File: src/rtl/shift_reg_frame.sv
// Bidirectional serial/parallel framing shift register.
// Serial bits in become parallel frames on pdout; loaded words leave on q.
module shift_reg_frame #(
    parameter int WIDTH     = 8,
    parameter int MSB_FIRST = 1,
    parameter int CNT_W     = $clog2(WIDTH)
) (
    input  logic             clk,
    input  logic             rst,
    input  logic             en,
    input  logic             d,
    input  logic             load,
    input  logic [WIDTH-1:0] pdin,
    output logic             q,
    output logic [WIDTH-1:0] pdout,
    output logic             pvalid,
    output logic [CNT_W-1:0] cnt
);

    localparam logic [CNT_W-1:0] CNT_LAST = CNT_W'(WIDTH - 1);

    logic [WIDTH-1:0] sr_reg;
    logic [WIDTH-1:0] sr_shift;
    logic [WIDTH-1:0] pdout_reg;
    logic [CNT_W-1:0] cnt_reg;
    logic             pvalid_reg;

    // Bit order only changes which end of sr is fed and which end drives q.
    generate
        if (MSB_FIRST != 0) begin : g_msb_first
            assign sr_shift = {sr_reg[WIDTH-2:0], d};
            assign q        = sr_reg[WIDTH-1];
        end else begin : g_lsb_first
            assign sr_shift = {d, sr_reg[WIDTH-1:1]};
            assign q        = sr_reg[0];
        end
    endgenerate

    always_ff @(posedge clk or posedge rst) begin
        if (rst) begin
            sr_reg     <= '0;
            pdout_reg  <= '0;
            cnt_reg    <= '0;
            pvalid_reg <= 1'b0;
        end else if (load) begin
            sr_reg     <= pdin;
            cnt_reg    <= '0;
            pvalid_reg <= 1'b0;
        end else if (en) begin
            sr_reg <= sr_shift;
            if (cnt_reg == CNT_LAST) begin
                // Publish the frame including the bit sampled on this edge.
                cnt_reg    <= '0;
                pdout_reg  <= sr_shift;
                pvalid_reg <= 1'b1;
            end else begin
                cnt_reg    <= cnt_reg + CNT_W'(1);
                pvalid_reg <= 1'b0;
            end
        end else begin
            pvalid_reg <= 1'b0;
        end
    end

    assign pdout  = pdout_reg;
    assign pvalid = pvalid_reg;
    assign cnt    = cnt_reg;

endmodule

File: config.mk
export PLATFORM = sky130hd
export DESIGN_NAME = shift_reg_frame
export DESIGN_NICKNAME = d
export VERILOG_FILES = /design/src/rtl/shift_reg_frame.sv
export SDC_FILE = /design/constraint.sdc
export NUM_CORES = 1
export LEC_CHECK = 0
export BUFFER_PORTS_ARGS = -buffer_cell sky130_fd_sc_hd__clkbuf_2
export CORE_UTILIZATION = 45
export DETAILED_ROUTE_END_ITERATION = 8
export PLACE_DENSITY = 0.77
export SLEW_MARGIN = 0
export SYNTH_ARGS = -nofsm -noshare
export SYNTH_HDL_FRONTEND = slang
export SYNTH_SLANG_ARGS = --single-unit
File: constraint.sdc
create_clock -name clk -period 1.5 [get_ports clk]
set_input_delay 0.45 -clock clk [delete_from_list [all_inputs] [get_ports clk]]
set_output_delay 0.45 -clock clk [all_outputs]
set_load 0.02 [all_outputs]
## Word level (Yosys, flattened, before mapping)

Cells that the tools add are included.

| storage, ports and cells | value |
|---|---|
| word-level logic and storage cells | 17 |
| bits of input ports | 13 |
| register bits | 20 |

| cells by class | value |
|---|---|
| bitwise gates (word level) | 1 |
| equal/unequal tests | 1 |
| muxes and demuxes | 8 |
| reduce and logical (&&, ||, !) cells | 2 |
| add/sub/neg operators | 1 |

Operators with widths:

| kind | count |
|---|---|
| 8-bit 2-to-1 mux | 2 |
| 3-bit 2-to-1 mux | 3 |
| 3-bit by 1-bit adder with 3-bit output (second input constant) | 1 |
| 3-bit equality test (second input constant) | 1 |
| 1-bit 2-to-1 mux | 3 |
| 3-bit AND reduction | 1 |
| 2-bit nonzero test | 1 |
| 1-bit inverter | 1 |

## Logic depth before layout (Yosys ltp)

| logic depth | value |
|---|---|
| depth after elaboration | 4 |
| mapped depth | 4 |

## Least setup slack after synthesis

No wires, ideal clock.

| timing | value |
|---|---|
| path kind | reg-to-reg |
| start point | reg cnt_reg[0] (netlist: cnt[0]) |
| end point | reg pdout_reg[0] (netlist: pdout[0]) |
| arrival time | 1,358 ps |
| stages on the path, launching flop included | 5 |
| period minus slack after synthesis | 1,483 ps |
| setup time | 125 ps |
| path slack | 17 ps |
| cell sequence | dfrtp_1 > ha_1 > ha_1 > nand3b_4 > mux2_4 |

| between the ends | value |
|---|---|
| longest elaborated chain between the ends | 2 |

RTL lines:

| item | line | RTL |
|---|---|---|
| start: declaration | 25 | `logic [CNT_W-1:0] cnt_reg;` |
| start signal: assignment | 57 | `cnt_reg <= cnt_reg + CNT_W'(1);` |
| 3-bit equality test | 51 | `if (cnt_reg == CNT_LAST) begin` |
| 3-bit AND reduction (no source line) | -- |  |
| end signal: assignment | 54 | `pdout_reg <= sr_shift;` |
| end: declaration | 24 | `logic [WIDTH-1:0] pdout_reg;` |

No other way between the ends.
A chain may end at the register's enable or synchronous reset.

## Worst setup path in the final report

| timing | value |
|---|---|
| start point | reg cnt_reg[0] (netlist: cnt[0]) |
| end point | reg cnt_reg[0] (netlist: cnt[0]) |

| between the ends | value |
|---|---|
| longest elaborated chain between the ends | 4 |
| elaborated cells between the ends (all ways) | 5 |
| classes of those cells | add/sub: 1; eq/ne: 1; mux: 3 |

RTL lines:

| item | line | RTL |
|---|---|---|
| 3-bit by 1-bit adder with 3-bit output / 3-bit equality test (equally long branches) | 57, 51 |  |
| 3-bit 2-to-1 mux * | 51 |  |
| 3-bit 2-to-1 mux * | 49 | `end else if (en) begin` |
| 3-bit 2-to-1 mux * | 45 | `end else if (load) begin` |

Mark *: on every way between the ends. The rest lies on a longest branch, timed or not. The select of a mux whose other input is x is not followed.

==> results.md <==
* Vias/cell at 5.02
* Sequential element share of the synthesized area at 0.561
* Clock Latency Late Sink at 0.30 ns
* FP Rows at 15
* Cells on worst reg2reg path at 4
* Flop2flop setup slack at 0.05 ns
* Met2 usage at 0.294
* Htree depth at 1
* Cell count after synthesis at 67
* Achievable clock frequency at 692 MHz
* RSZ-0062 raised after global routing: no
* Crit Path Class: reg -> reg
* Number of diodes at 0
* Net count after synthesis at 82
* I/O Buffers at 25
* Syn Std Cell Area at 892 µm²
* WP data required at 1.73 ns
* Pwr Density at 868 mW/mm²
* CP Launch Type: flop
* Core area at 0.00178 mm²
* Pleak at 0.651 nW
* CP arrival at 1.67 ns
* Final setup viols at 0
* Largest net degree at the start of global routing at 21
* Worst setup EP type: flop
* Layout cells sized above 1 at 0.438
* CTS Buffer Depth at 2
* First-pass GRT wire length at 2650 µm
* CTS Sinks at 20
* GRT met1 Usage at 0.215
* Drt wl/cell at 14.0 µm
* Post-CTS setup buffers at 0
* Area delta synth->final at 23.8%
* Die boundary width at 46.5 µm
* Clock Skews at 0.00505 ns
* Resize count post-CTS at 0
* Result of the run: complete, no violations
* CTS tree: yes
* DRC viols at 0
* Vias at 608
* Inserted Clock Buffers at 3
* Max FO, Critical Path at 4
* Slew @ Worst Pin at 0.253 ns
* Area leader, netlist: dfrtp_1
* GRT overflow at 0
* Setup TNS at 0 ns
* GR Util met3 at 0.0510
* Reg2reg start: cnt[0]
* Slew Limit Fails at 0
* Synth warn at 0
* Share of the synthesized area in the top cell type at 0.561
* Register bit total from synthesis at 20
* Maximum VDD drop at 0.511 mV
* Synth unique cells at 14
* Maxcap violations at 0
* Tmin final at 1.45 ns
* FF-to-FF End: cnt[0]
* Hold Fails Final Rpt at 0
* CTS Hold Bufs at 0
* Clk pin slew, worst setup/hold paths at 0.11 ns
* Post-detail-place hpwl at 1140 µm
* DRT antenna net count at 0
* Placer Congestion at 0.704
* Initial antenna violation count at 0
* Clock Tree Root: clkbuf_4
* Die Y-Extent at 46.5 µm
* Crit share post-route at 0.964
* Placed insts at 117
* Final #Nets at 113
* Starting density of the core at 0.500
* Synth Area per Inst at 13.3 µm²
* Vias in the first global route at 605
* Iteration count of the initial detailed-routing pass at 4
* IO Pins at 26
* Synth top area cells: dfrtp_1, mux2_4, mux2i_1
* Non-Filler Instances at 121
* Hold/Removal Path Class: in -> async
* Busiest grt layer: met2
* Crit. Startpoint: cnt[0]
* Gr usage total at 0.187
* DRT iter0 DRCs at 9
* Total die area at 0.00216 mm²
* Slew HR at 0.831
* Final WL at 1690 µm
[placed cells by master, fill, tap and decap left out]
| master | instances |
|---|---|
| clkbuf_2 | 25 |
| dfrtp_1 | 20 |
| mux2i_1 | 10 |
| mux2_4 | 8 |
| nand2_1 | 8 |
| o21ai_1 | 8 |
| clkbuf_4 | 3 |
| buf_4 | 3 |
| nand3b_4 | 2 |
| nor2_1 | 2 |
| inv_1 | 2 |
| or3b_1 | 1 |
| nand2b_1 | 1 |
| a21oi_1 | 1 |
| ha_1 | 1 |
| ha_4 | 1 |
[kinds of logic after synthesis]
family / synth area share
DFF: 0.561
muxes: 0.247
and+or+nand+nor: 0.0814
AOI/OAI and AO/OA: 0.0505
buffers and inverters: 0.0323
adders and majority gates: 0.0280
[worst max path at each step]
| stage | to | depth (start not counted) |
|---|---|---|
| after floorplan | pdout[0] | 4 |
| after global placement | pdout[5] | 4 |
| after detailed placement | pdout[6] | 4 |
| after CTS | pdout[0] | 4 |
| after global routing | cnt[0] | 4 |
| final | cnt[0] | 4 |
[power by group]
part	internal, mW	switching, mW
sequential	0.566	0.0220
combinational	0.0543	0.0652
clock	0.0937	0.158
total	0.714	0.245
[metal layers]
metal,share of wire,vias up,routed length [µm]
met5,0,-,0
met4,0.026,0,44
met3,0.039,6,66
met2,0.51,19,867
met1,0.42,291,716
li1,-,292,-
[cells in the mapped netlist]
master and instances:
or3b_1 1, a21oi_1 1, buf_6 1, o21ai_1 8, nand3b_4 1, buf_2 2, dfrtp_1 20, mux2i_1 10
nand2b_1 1, nor2_1 2, nand2_1 8, inv_1 2, ha_1 2, mux2_4 8
[critical path, cell delays in order (launching register included)]
cell and delay, ns:
dfrtp_1 0.42, ha_1 0.25, ha_4 0.19, or3b_1 0.37, a21oi_1 0.14
[metrics by stage]
stage | total power, mW | setup slack (ns) | util | area, µm² | hold WS (ns)
final | 0.959 | 0.0541 | 0.620 | 1100 | 0.139
after global routing | 1.01 | 0.000434 | 0.620 | 1100 | 0.155
after CTS | 0.959 | 0.0250 | 0.601 | 1070 | 0.148
after detailed placement | 0.714 | 0.0298 | 0.589 | 1050 | 0.477
after global placement | 0.708 | 0.0922 | 0.589 | 1050 | 0.463
after floorplan | 0.669 | 0.0171 | - | 892 | 0.414
[cell type report]
class | count | area [µm²]
flip-flops and latches | 20 | 500
well taps | 25 | 31.3
repair buffers | 28 | 148
clock buffers | 3 | 22.5
inverters | 2 | 7.51
fillers | 154 | 678
multi-input cells | 43 | 395
(Power assumes the default switching activity.)
